## config.mk

```make
export PLATFORM = sky130hd
export DESIGN_NAME = xmm_write_arbiter
export DESIGN_NICKNAME = d
export VERILOG_FILES = /design/src/rtl/xmm_write_arbiter.sv
export SDC_FILE = /design/constraint.sdc
export NUM_CORES = 1
export LEC_CHECK = 0
export CAP_MARGIN = 10
export CELL_PAD_IN_SITES_DETAIL_PLACEMENT = 1
export CELL_PAD_IN_SITES_GLOBAL_PLACEMENT = 2
export CORE_UTILIZATION = 19
export DETAILED_ROUTE_END_ITERATION = 8
export GPL_TIMING_DRIVEN = 1
export PLACE_DENSITY = 0.81
export SYNTH_ARGS = -nofsm -noshare
export SYNTH_HDL_FRONTEND = slang
export SYNTH_SLANG_ARGS = --single-unit
```

## constraint.sdc

```tcl
create_clock -name clk -period 6 [get_ports clk]
set_clock_uncertainty 0.15 [all_clocks]
set_input_delay 1.5 -clock clk [delete_from_list [all_inputs] [get_ports clk]]
set_output_delay 1.5 -clock clk [all_outputs]
set_load 0.01 [all_outputs]
```

## src/rtl/xmm_write_arbiter.sv

```systemverilog
// xmm_write_arbiter
//   Shares the single write port of the 32 x 64-bit q15.48 XMM register file
//   between three writeback sources (0: ALU, 1: multiplier, 2: load unit)
//   with round-robin arbitration. It also keeps a scoreboard of registers
//   that have a result in flight, so the issue stage can stall on RAW hazards.
//   The write port is driven from registers. The file commits on the negedge
//   of the same cycle.
// Ports:
//   clk, reset       clock, asynchronous active-high reset
//   src_valid/addr/data, src_ready   per-source valid/ready write requests
//   issue_valid/addr                 destination allocation from issue stage
//   query_addr, query_busy           three operand hazard lookups
//   rf_should_write/addr/data        registered register-file write port
//   pending                          scoreboard vector, bit 0 always 0
//   err_unexpected                   sticky: write to a non-pending register
module xmm_write_arbiter #(
  parameter int unsigned DATA_WIDTH = 64,
  parameter int unsigned ADDR_WIDTH = 5
) (
  input  logic                        clk,
  input  logic                        reset,
  input  logic [2:0]                  src_valid,
  input  logic [3*ADDR_WIDTH-1:0]     src_addr,
  input  logic [3*DATA_WIDTH-1:0]     src_data,
  output logic [2:0]                  src_ready,
  input  logic                        issue_valid,
  input  logic [ADDR_WIDTH-1:0]       issue_addr,
  input  logic [3*ADDR_WIDTH-1:0]     query_addr,
  output logic [2:0]                  query_busy,
  output logic                        rf_should_write,
  output logic [ADDR_WIDTH-1:0]       rf_write_addr,
  output logic [DATA_WIDTH-1:0]       rf_write_data,
  output logic [2**ADDR_WIDTH-1:0]    pending,
  output logic                        err_unexpected
);

  localparam int unsigned NumRegs = 2**ADDR_WIDTH;

  logic [1:0]            rr_ptr_q, rr_ptr_d;
  logic                  rf_should_write_q, rf_should_write_d;
  logic [ADDR_WIDTH-1:0] rf_write_addr_q, rf_write_addr_d;
  logic [DATA_WIDTH-1:0] rf_write_data_q, rf_write_data_d;
  logic [NumRegs-1:0]    pending_q, pending_d;
  logic                  err_q, err_d;

  logic [2:0]            grant;
  logic                  grant_any;
  logic [ADDR_WIDTH-1:0] win_addr;
  logic [DATA_WIDTH-1:0] win_data;

  // Round-robin search starting at rr_ptr_q; rr_ptr_q never holds 3.
  always_comb begin
    grant = 3'b000;
    case (rr_ptr_q)
      2'd0: begin
        if      (src_valid[0]) grant = 3'b001;
        else if (src_valid[1]) grant = 3'b010;
        else if (src_valid[2]) grant = 3'b100;
      end
      2'd1: begin
        if      (src_valid[1]) grant = 3'b010;
        else if (src_valid[2]) grant = 3'b100;
        else if (src_valid[0]) grant = 3'b001;
      end
      default: begin
        if      (src_valid[2]) grant = 3'b100;
        else if (src_valid[0]) grant = 3'b001;
        else if (src_valid[1]) grant = 3'b010;
      end
    endcase
    if (reset) grant = 3'b000;
  end

  assign grant_any = |grant;
  assign src_ready = grant;

  // One-hot AND-OR mux of the winner's request.
  always_comb begin
    win_addr = '0;
    win_data = '0;
    for (int i = 0; i < 3; i++) begin
      win_addr = win_addr | ({ADDR_WIDTH{grant[i]}} & src_addr[i*ADDR_WIDTH +: ADDR_WIDTH]);
      win_data = win_data | ({DATA_WIDTH{grant[i]}} & src_data[i*DATA_WIDTH +: DATA_WIDTH]);
    end
  end

  always_comb begin
    rr_ptr_d          = rr_ptr_q;
    rf_should_write_d = 1'b0;
    rf_write_addr_d   = rf_write_addr_q;
    rf_write_data_d   = rf_write_data_q;
    pending_d         = pending_q;
    err_d             = err_q;

    if (grant[0]) rr_ptr_d = 2'd1;
    if (grant[1]) rr_ptr_d = 2'd2;
    if (grant[2]) rr_ptr_d = 2'd0;

    if (grant_any) begin
      rf_write_addr_d   = win_addr;
      rf_write_data_d   = win_data;
      rf_should_write_d = (win_addr != '0);
      if (win_addr != '0) begin
        // Checked against the pre-update scoreboard.
        if (!pending_q[win_addr]) err_d = 1'b1;
        pending_d[win_addr] = 1'b0;
      end
    end

    // Set after clear: a same-cycle issue means a new producer is in flight.
    if (issue_valid && (issue_addr != '0)) pending_d[issue_addr] = 1'b1;
    pending_d[0] = 1'b0;
  end

  always_ff @(posedge clk or posedge reset) begin
    if (reset) begin
      rr_ptr_q          <= 2'd0;
      rf_should_write_q <= 1'b0;
      rf_write_addr_q   <= '0;
      rf_write_data_q   <= '0;
      pending_q         <= '0;
      err_q             <= 1'b0;
    end else begin
      rr_ptr_q          <= rr_ptr_d;
      rf_should_write_q <= rf_should_write_d;
      rf_write_addr_q   <= rf_write_addr_d;
      rf_write_data_q   <= rf_write_data_d;
      pending_q         <= pending_d;
      err_q             <= err_d;
    end
  end

  // The second term covers the cycle where the write is presented but only
  // lands at negedge.
  always_comb begin
    query_busy = 3'b000;
    for (int k = 0; k < 3; k++) begin
      if (query_addr[k*ADDR_WIDTH +: ADDR_WIDTH] != '0) begin
        query_busy[k] = pending_q[query_addr[k*ADDR_WIDTH +: ADDR_WIDTH]] |
                        (rf_should_write_q &&
                         (rf_write_addr_q == query_addr[k*ADDR_WIDTH +: ADDR_WIDTH]));
      end
    end
  end

  assign rf_should_write = rf_should_write_q;
  assign rf_write_addr   = rf_write_addr_q;
  assign rf_write_data   = rf_write_data_q;
  assign pending         = pending_q;
  assign err_unexpected  = err_q;

endmodule

```

==> results of run 1 <==
-- state kept, by name, summed over array words and instances, names as in the netlist --
signal,count
pending,31
rf_write_data,64
err_unexpected,1
rf_write_addr,5
rr_ptr_q,2
rf_should_write,1
-- cell type report --
class	instances	area share, %
inverter	4	0.185
tap	396	4.88
timing repair buffer	353	34.4
antenna	3	0.0739
sequential	104	25.6
clock buffer	10	2.25
clock inverter	6	1.13
multi-input combinational	447	31.4
-- cell usage in the layout (no fill, tap or decap), types with 4 or more instances in the layout --
cell type          n
a21oi_1            4
a22oi_1          128
buf_4             13
clkbuf_16          9
clkdlybuf4s50_1  340
dfrtp_1          104
mux2_2             6
mux2i_1            8
mux4_2            27
nand2_1          100
nand2b_1           5
nand3_1            7
nor2_1             8
nor2b_1            5
nor4_1             4
o211ai_1           4
o21ai_0           66
o21ai_1            8
xor2_1            12
-- critical path, stage by stage --
cell and delay (ns):
clkdlybuf4s50_1 0.74, mux4_2 0.56, mux4_2 0.49, o21ai_0 0.14, o21ai_0 0.12, clkdlybuf4s50_1 0.50
-- through the flow --
step                area [um2]  total power (uW)  util [%]  instances  hold slack [ns]
floorplan                 6020              1590         -        605            0.387
global placement          9810              2380      31.8       1304            0.334
detailed placement        9810              2410      31.8       1304            0.337
CTS                      10200              3140      32.9       1320            0.360
global route             10200              3270      33.0       1323            0.387
finish                   10200              3100      33.0       1323            0.353
-- cells by family after synthesis --
logic type,Yosys count,share of synthesized area [%]
AOI/OAI and AO/OA,234,26.3
and+or+nand+nor,156,11.9
DFF,104,43.3
buffers and inverters,54,3.68
muxes,41,12.6
xor gates and xnor gates,15,2.18
other,1,0.0624
-- how the worst min path moves through the flow --
| stage | slack [ns] | cells after the start | endpoint | startpoint |
|---|---|---|---|---|
| 3_5_place_dp | 0.34 | 2 | rf_write_data[21] | rf_write_data[21] |
| 4_1_cts | 0.36 | 2 | rf_write_data[21] | rf_write_data[21] |
| 3_3_place_gp | 0.33 | 2 | rf_write_data[46] | rf_write_data[46] |
| 6_report | 0.35 | 2 | rf_write_data[63] | rf_write_data[63] |
| 2_1_floorplan | 0.39 | 2 | rf_write_data[0] | rf_write_data[0] |
| 5_1_grt | 0.39 | 2 | rf_write_data[43] | rf_write_data[43] |
-- power breakdown --
part	switching, uW	total, uW	internal [uW]
registers	288	1160	874
clock network	299	710	411
logic	515	1230	716
-- metal layers --
metal	global-route usage, %	vias up	part of all wire (%)
met3	3.73	55	6.2
met5	0	-	0.044
met2	30.5	255	49
li1	-	2953	-
met1	22.7	3337	41
met4	8.03	2	2.9
==> flow_summary.ini, run 1 <==
[synth]
yosysTopAreaCell = dfrtp_1
ys_warn_count = 0
synth_area_um2 = 6010
synth_seq_area_share_pct = 43.3
synth_edf_count = 0
synth_ff_type = dfrtp_1
yosys-top-cells-count = 128 x a22oi_1, 104 x dfrtp_1, 100 x nand2_1
async_reset_ff_share_pct = 100
ys_ff_latch = 104
yosysUniqueCellTypes = 50
synth_nets = 838
syn_inst = 605
yosys.cell_count.top_type = a22oi_1
synth_top_area_share_pct = 43.3
synthTopCellsByArea = dfrtp_1 43%, a22oi_1 16%, mux4_2 10%, nand2_1 6.2%, o21ai_0 5.5%
syn_area_per_cell_um2 = 9.94

[timing]
rsz0062_at_grt = false
slew_headroom_pct = 36.0
finalCriticalPeriod_ns = 5.71
timing.final.crit_share_pct = 95.1
finalSetupTns_ns = 0
finalWorstSetupSlack_ns = 0.292
hold_viol_final = 0
worstMarginPinSlew_ns = 0.957
slew_violations = 0
max_clock_freq_mhz = 175
setup_viol = 0

[power_and_ir_drop]
pwr_density_cell_nw_per_um2 = 305
peakVddDrop_v = 0.000142
p_leak_uw = 0.00398

[final_layout]
multiInputGateArea_um2 = 3190
area_growth_pct = 69.0
nFillCells = 3458
fin_nets = 1152
drive_gt1_share_pct = 7.36
seqCellArea_um2 = 2600

[grt]
grt_pass1_wl_um = 44600
overflow = 0
grt_usage_pct = 18.3
grt_max_degree = 71
grt_pass1_vias = 7061
grt_antenna_before_repair = 4

[die]
die_w_um = 180
initial_utilization_pct = 19.5
num_rows = 64
fp.dieArea_um2 = 32400
die_y_um = 180
ios = 342
core_um2 = 30800

[clock_tree]
cts_hold_buf = 0
cts.clk_slew.worst_paths_ns = 0.08
cts-root-buf = clkbuf_16
cts-buffers-inserted = 9
cts.repair.resized = 0
cts_setup_buffers = 0
cts_sinks = 104
cts_buffer_depth = 2
cts_tree = built
insertion_delay_ns = 0.36
h-tree-depth = 3

[place]
place.gp.congestion = 0.842
port_buffers = 340
pre_cts_ws_ns = 0.228
hpwl_um = 22100

[critical_path]
startpoint = query_addr[7]
crit_path_end_kind = primary output
endpoint = query_busy[1]
path_class = in -> out
timing.rr.start = rr_ptr_q[1]
cp.required_ns = 4.35
r2r_cells = 8
cp-start-kind = input pin
cp_max_fo = 8
crit_arrival_ns = 4.06
r2r_slack_ns = 2.97
r2r-end = pending[8]

[detailed_routing]
drtIter0Drc = 372
drt_first_pass_iters = 7
drt_wl_total_um = 29700
drcViolationCount = 14
ant_nets = 0
via_count = 6602
wl_per_cell_um = 22.5
vias_per_cell = 4.99

[run]
maxCapViolCount = 0

[outcome]
status = finished with violations
violations = design-rule violations

[min_path]
hp-class = reg -> reg
Note: power is estimated with default switching activity, not from simulation.
==> run 2: changes to the inputs <==
Settings changed: CTS_CLUSTER_DIAMETER set to 50.
==> results of run 2 <==
Final layout, timing and power as in run 1 (identical DEF).
